<file path="src/rtl/mcu_fsm.sv">
// Multicycle MIPS control unit: Moore sequencer for fetch/decode/execute/memory/writeback.
// Drives every datapath select, enable and ALU op code from the state and the IR opcode/function fields.
module mcu_fsm (
    input  logic       clk,
    input  logic       rst,
    input  logic [5:0] Op,
    input  logic [5:0] Funct,
    output logic       PCWrite,
    output logic       PCWriteCond,
    output logic       Branch,
    output logic       BNE,
    output logic       IorD,
    output logic       MemRead,
    output logic       MemWrite,
    output logic       IRWrite,
    output logic       RegWrite,
    output logic [1:0] MemtoReg,
    output logic [1:0] RegDst,
    output logic [1:0] ALUSrcA,
    output logic [2:0] ALUSrcB,
    output logic [4:0] ALUOP,
    output logic [1:0] PCSource,
    output logic [2:0] SEX,
    output logic [1:0] StoreX
);

    typedef enum logic [3:0] {
        S_IF  = 4'd0,
        S_ID  = 4'd1,
        S_MA  = 4'd2,
        S_MR  = 4'd3,
        S_LWB = 4'd4,
        S_MW  = 4'd5,
        S_RX  = 4'd6,
        S_RWB = 4'd7,
        S_BR  = 4'd8,
        S_J   = 4'd9,
        S_JAL = 4'd10,
        S_JR  = 4'd11,
        S_IX  = 4'd12,
        S_IWB = 4'd13
    } state_t;

    localparam logic [4:0] ALU_ADD  = 5'd0;
    localparam logic [4:0] ALU_SUB  = 5'd1;
    localparam logic [4:0] ALU_AND  = 5'd2;
    localparam logic [4:0] ALU_OR   = 5'd3;
    localparam logic [4:0] ALU_XOR  = 5'd4;
    localparam logic [4:0] ALU_NOR  = 5'd5;
    localparam logic [4:0] ALU_SLT  = 5'd6;
    localparam logic [4:0] ALU_SLTU = 5'd7;
    localparam logic [4:0] ALU_SLL  = 5'd8;
    localparam logic [4:0] ALU_SRL  = 5'd9;
    localparam logic [4:0] ALU_SRA  = 5'd10;
    localparam logic [4:0] ALU_LUI  = 5'd14;

    state_t state, state_nx;

    // R-type function field to ALU operation; variable shifts share the constant-shift ops.
    function automatic logic [4:0] rx_aluop(input logic [5:0] f);
        case (f)
            6'h20, 6'h21: rx_aluop = ALU_ADD;
            6'h22, 6'h23: rx_aluop = ALU_SUB;
            6'h24:        rx_aluop = ALU_AND;
            6'h25:        rx_aluop = ALU_OR;
            6'h26:        rx_aluop = ALU_XOR;
            6'h27:        rx_aluop = ALU_NOR;
            6'h2A:        rx_aluop = ALU_SLT;
            6'h2B:        rx_aluop = ALU_SLTU;
            6'h00, 6'h04: rx_aluop = ALU_SLL;
            6'h02, 6'h06: rx_aluop = ALU_SRL;
            6'h03, 6'h07: rx_aluop = ALU_SRA;
            default:      rx_aluop = ALU_ADD;
        endcase
    endfunction

    function automatic logic is_shamt_shift(input logic [5:0] f);
        is_shamt_shift = (f == 6'h00) || (f == 6'h02) || (f == 6'h03);
    endfunction

    function automatic logic [4:0] ix_aluop(input logic [5:0] op);
        case (op)
            6'h0A:   ix_aluop = ALU_SLT;
            6'h0B:   ix_aluop = ALU_SLTU;
            6'h0C:   ix_aluop = ALU_AND;
            6'h0D:   ix_aluop = ALU_OR;
            6'h0E:   ix_aluop = ALU_XOR;
            6'h0F:   ix_aluop = ALU_LUI;
            default: ix_aluop = ALU_ADD;
        endcase
    endfunction

    // Logical immediates and lui take the zero-extended immediate.
    function automatic logic ix_zext(input logic [5:0] op);
        ix_zext = (op == 6'h0C) || (op == 6'h0D) || (op == 6'h0E) || (op == 6'h0F);
    endfunction

    function automatic logic is_store(input logic [5:0] op);
        is_store = (op == 6'h2B) || (op == 6'h28) || (op == 6'h29);
    endfunction

    function automatic logic [2:0] sex_of(input logic [5:0] op);
        case (op)
            6'h20:   sex_of = 3'd1;
            6'h24:   sex_of = 3'd2;
            6'h21:   sex_of = 3'd3;
            6'h25:   sex_of = 3'd4;
            default: sex_of = 3'd0;
        endcase
    endfunction

    function automatic logic [1:0] storex_of(input logic [5:0] op);
        case (op)
            6'h28:   storex_of = 2'd1;
            6'h29:   storex_of = 2'd2;
            default: storex_of = 2'd0;
        endcase
    endfunction

    always_ff @(posedge clk or negedge rst) begin
        if (!rst) state <= S_IF;
        else      state <= state_nx;
    end

    always_comb begin
        state_nx    = S_IF;
        PCWrite     = 1'b0;
        PCWriteCond = 1'b0;
        Branch      = 1'b0;
        BNE         = 1'b0;
        IorD        = 1'b0;
        MemRead     = 1'b0;
        MemWrite    = 1'b0;
        IRWrite     = 1'b0;
        RegWrite    = 1'b0;
        MemtoReg    = 2'd0;
        RegDst      = 2'd0;
        ALUSrcA     = 2'd0;
        ALUSrcB     = 3'd0;
        ALUOP       = ALU_ADD;
        PCSource    = 2'd0;
        SEX         = 3'd0;
        StoreX      = 2'd0;

        case (state)
            S_IF: begin
                MemRead  = 1'b1;
                IRWrite  = 1'b1;
                PCWrite  = 1'b1;
                ALUSrcB  = 3'd1;
                state_nx = S_ID;
            end
            // Decode cycle also precomputes the branch target into ALUOut.
            S_ID: begin
                ALUSrcB = 3'd3;
                case (Op)
                    6'h00:                      state_nx = (Funct == 6'h08) ? S_JR : S_RX;
                    6'h23, 6'h20, 6'h24, 6'h21,
                    6'h25, 6'h2B, 6'h28, 6'h29: state_nx = S_MA;
                    6'h04, 6'h05:               state_nx = S_BR;
                    6'h02:                      state_nx = S_J;
                    6'h03:                      state_nx = S_JAL;
                    6'h08, 6'h09, 6'h0A, 6'h0B,
                    6'h0C, 6'h0D, 6'h0E, 6'h0F: state_nx = S_IX;
                    default:                    state_nx = S_IF;
                endcase
            end
            S_MA: begin
                ALUSrcA  = 2'd1;
                ALUSrcB  = 3'd2;
                state_nx = is_store(Op) ? S_MW : S_MR;
            end
            S_MR: begin
                MemRead  = 1'b1;
                IorD     = 1'b1;
                SEX      = sex_of(Op);
                state_nx = S_LWB;
            end
            S_LWB: begin
                MemtoReg = 2'd1;
                RegWrite = 1'b1;
                SEX      = sex_of(Op);
            end
            S_MW: begin
                MemWrite = 1'b1;
                IorD     = 1'b1;
                StoreX   = storex_of(Op);
            end
            S_RX: begin
                ALUSrcA  = is_shamt_shift(Funct) ? 2'd2 : 2'd1;
                ALUOP    = rx_aluop(Funct);
                state_nx = S_RWB;
            end
            S_RWB: begin
                RegDst   = 2'd1;
                RegWrite = 1'b1;
            end
            S_BR: begin
                ALUSrcA     = 2'd1;
                ALUOP       = ALU_SUB;
                PCSource    = 2'd1;
                PCWriteCond = 1'b1;
                Branch      = 1'b1;
                BNE         = (Op == 6'h05);
            end
            S_J: begin
                PCSource = 2'd2;
                PCWrite  = 1'b1;
            end
            // PC already holds PC+4 from fetch, so it is the link value.
            S_JAL: begin
                PCSource = 2'd2;
                PCWrite  = 1'b1;
                RegDst   = 2'd2;
                MemtoReg = 2'd2;
                RegWrite = 1'b1;
            end
            S_JR: begin
                PCSource = 2'd3;
                PCWrite  = 1'b1;
            end
            S_IX: begin
                ALUSrcA  = 2'd1;
                ALUSrcB  = ix_zext(Op) ? 3'd4 : 3'd2;
                ALUOP    = ix_aluop(Op);
                state_nx = S_IWB;
            end
            S_IWB: begin
                RegWrite = 1'b1;
            end
            default: state_nx = S_IF;
        endcase

        // Reset masks every control output, not just the state.
        if (!rst) begin
            PCWrite     = 1'b0;
            PCWriteCond = 1'b0;
            Branch      = 1'b0;
            BNE         = 1'b0;
            IorD        = 1'b0;
            MemRead     = 1'b0;
            MemWrite    = 1'b0;
            IRWrite     = 1'b0;
            RegWrite    = 1'b0;
            MemtoReg    = 2'd0;
            RegDst      = 2'd0;
            ALUSrcA     = 2'd0;
            ALUSrcB     = 3'd0;
            ALUOP       = 5'd0;
            PCSource    = 2'd0;
            SEX         = 3'd0;
            StoreX      = 2'd0;
        end
    end

endmodule

</file>
<file path="config.mk">
export PLATFORM = sky130hd
export DESIGN_NAME = mcu_fsm
export DESIGN_NICKNAME = d
export VERILOG_FILES = /design/src/rtl/mcu_fsm.sv
export SDC_FILE = /design/constraint.sdc
export NUM_CORES = 1
export LEC_CHECK = 0
export BUFFER_PORTS_ARGS = -buffer_cell sky130_fd_sc_hd__buf_2
export CAP_MARGIN = 20
export CORE_ASPECT_RATIO = 1.4
export CORE_MARGIN = 3
export CORE_UTILIZATION = 41
export DETAILED_ROUTE_END_ITERATION = 7
export PLACE_DENSITY = 0.86
export SLEW_MARGIN = 20
export SYNTH_ARGS = -nofsm -noshare
export SYNTH_HDL_FRONTEND = slang
export SYNTH_SLANG_ARGS = --single-unit
export TNS_END_PERCENT = 50
</file>
<file path="constraint.sdc">
create_clock -name clk -period 1.6 [get_ports clk]
set_clock_uncertainty 0.1 [all_clocks]
set_input_delay 0.08 -clock clk [delete_from_list [all_inputs] [get_ports clk]]
set_output_delay 0.08 -clock clk [all_outputs]
set_load 0.02 [all_outputs]
</file>
==> metrics.md <==
| Metric | Value |
|---|---|
| H-tree depth | 1 |
| CTS tree | done |
| Endpoint type of the worst setup path | output port |
| GRT met1 Usage | 26.44% |
| CTS Buf Count | 3 |
| Die Wd | 45.78 um |
| HP Start | Op[4] |
| IO Port Bufs | 42 |
| Area of placed instances | 1226 um^2 |
| WL per Instance | 16.72 um |
| Met2 Use GR | 53.29% |
| Final nets | 213 |
| Sequential share of the synthesized area | 11.02% |
| Max FO, Critical Path | 3 |
| Final hold vios | 0 |
| Reg area | 100.1 um^2 |
| CP cell instances | and4bb_2, nand4_1, or2_4, a21oi_2, buf_6 |
| Max frequency | 536.5 MHz |
| HPWL Detailed | 2.384 mm |
| Vias | 1313 |
| Reg2Reg Launch Point | state[3] |
| Routability Congestion | 0.9248 |
| Crit path required time | 1.42 ns |
| Syn Std Cell Area | 908.4 um^2 |
| Root Buffer | clkbuf_4 |
| Status | complete, but fails checks |
| Rel. slew slack | 56.27% |
| Setup_tns | -2.969 ns |
| ANT cells | 0 |
| Overall routing resource usage | 26.53% |
| Boundary Pins | 44 |
| Number of fill cells | 156 |
| Site Rows | 19 |
| P_leak | 0.6932 nW |
| Grt ovf | 0 |
| CTS Buffer Depth | 2 |
| Number of flip-flops in the largest register | 4 |
| Yosys reg bits | 4 |
| Commonest non-fill, non-tap cell in the layout | buf_4 |
| Mapped Cells | 141 |
| Largest net degree at the start of global routing | 14 |
| Critical Path AT | 1.68 ns |
| Yosys cell types | 49 |
| Antenna violations before repair | 0 |
| Maxcap violations | 0 |
| Primary FF master, synth | dfrtp_1 |
| Clk Latency, worst-skew pair | 0.23 ns |
| Final setup violation count | 23 |
| Slowest cell on the critical path | dfrtp_1 |
| Failing checks | negative setup slack |
| CORE AREA | 2044 um^2 |
| Asr flop ratio synth | 100.0% |
| Core Util, Final | 74.11% |
| TritonCTS sink count | 4 |
| Worst Max-Slew Pin Slew | 0.6394 ns |
| Yosys warning count | 0 |
| Biggest regs | state (4) |
| Number of DRC markers in iteration 0 | 56 |
| First-pass GRT wire length | 5.547 mm |
| Design area | 1515 um^2 |
| Crit path launch type | flop |
| Detailed Routing Iterations Pass 1 | 4 |
| Synth area leader | dfrtp_1 |
| Via/cell ratio | 6.023 |
| Final period util | 116.5% |
| DRC | 0 |
| Post-synth EDFFs | 0 |
| DIE AREA | 2824 um^2 |
| Max VDD drop | 875.5 uV |
| Share of layout cells above drive strength 1 | 52.28% |
| Final worst-path setup slack | -0.2640 ns |
| Clock slew at reported path FFs | 0.04 ns |
| Post-Syn Nets | 155 |
| Overall Power | 1.586 mW |
| Layout Area Growth over Synthesis | 66.80% |
| Area of the multi-input gates | 859.6 um^2 |
| Commonest non-fill, non-tap cells in the layout | buf_4, buf_2, nand2_1, nor2_1, buf_6 |
| Final Max Slew Viols | 0 |
| Max incr delay on CP | 0.39 ns |
| Met3 Use GR | 4.035% |
| Final min period | 1.864 ns |
| Critical path class | reg2out |
| Routed WL | 3.646 mm |
| GRT busiest layer | met2 |
| Syn Area/Cell | 6.442 um^2 |
| HP Class | in2reg |
| Pwr Density | 1047 nW/um^2 |
| Setup crit start | state[0] |
| Most area-consuming cells after synthesis | dfrtp_1, nand2_1, nor2_1 |
| Register name with the most flops | state |
| Synth top area share | 11.02% |
| Vias in the first global route | 1224 |
| Die H | 61.70 um |
| Final ANT Viol Nets | 0 |
| Initial Util | 44.43% |
| RSZ-0062 raised after global routing | yes |
cell families after synthesis:
| group | Yosys count | share of synthesized area (%) |
|---|---|---|
| DFF | 4 | 11.02 |
| AOI/OAI and AO/OA | 31 | 25.35 |
| other | 1 | 0.4128 |
| xor gates and xnor gates | 5 | 4.822 |
| muxes | 1 | 1.102 |
| and+or+nand+nor | 76 | 45.59 |
| buffers and inverters | 23 | 11.71 |
routing by layer:
| layer | routed length, um | vias up |
|---|---|---|
| li1 | - | 619 |
| met1 | 1256 | 611 |
| met2 | 2038 | 73 |
| met3 | 235 | 10 |
| met4 | 114 | 0 |
| met5 | 0 | - |
area by class of cell:
class,count,area share [%]
Sequential cell,4,6.606
Clock buffer,3,1.486
Timing Repair Buffer,68,31.46
Tap cell,21,1.734
Multi-Input combinational cell,114,56.73
Inverter,8,1.982
per-stage QoR:
stage	setup WS, ns	std cells	hold WS (ns)
after floorplan	-0.1782	141	-0.3156
after global placement	0.01984	206	0.04838
after detailed placement	-0.08049	206	0.05123
after CTS	-0.1985	216	0.1228
after global routing	-0.3703	218	0.1778
final	-0.2640	218	0.1388
final timing paths:
kind / end / slack, ns / cells after the start
worst max-delay path: ALUOP[3] / -0.26 / 5
worst min-delay path: state[1] / 0.14 / 3
worst max register to register: state[2] / 0.06 / 5
worst min register to register: state[0] / 0.72 / 2
max in group asynchronous: state[0] / 0.77 / 4
min in group asynchronous: state[2] / 0.46 / 4
power by group:
| group | switching (mW) | leakage (nW) | total [mW] | internal (mW) |
|---|---|---|---|---|
| Clock | 0.0418 | 0.0138 | 0.126 | 0.0840 |
| Combinational | 0.713 | 0.627 | 1.29 | 0.573 |
| Sequential | 0.0357 | 0.0526 | 0.174 | 0.139 |
synth_stat cells, types with 2 or more instances:
cell       count
nand2_1       18
nor2_1        13
nor3_1         9
inv_1          8
clkbuf_1       7
a21oi_1        6
nor2b_1        6
dfrtp_1        4
a2111oi_0      3
and3_1         3
nand2b_1       3
nand3_1        3
nand3b_1       3
nor3b_1        3
nor4_1         3
o211ai_1       3
o21ai_0        3
or2_2          3
xnor2_1        3
a41oi_1        2
and2_1         2
buf_2          2
buf_4          2
clkbuf_2       2
o32ai_1        2
xor2_1         2
timing repair:
action	CTS	global route
cloned	1	0
buffers inserted	5	2
gates resized for setup	41	15
hold buffers	1	0
endpoints found under the setup margin	26	29
endpoints found under the hold margin	4	0
pin swaps	16	5
critical path: cells and delay by family (launching register included):
family / cells / cell delay [ns]
compound gates: 1 / 0.14
flops: 1 / 0.39
buf+inv: 1 / 0.13
simple gates: 3 / 0.79
Note: power is estimated with default switching activity, not from simulation.
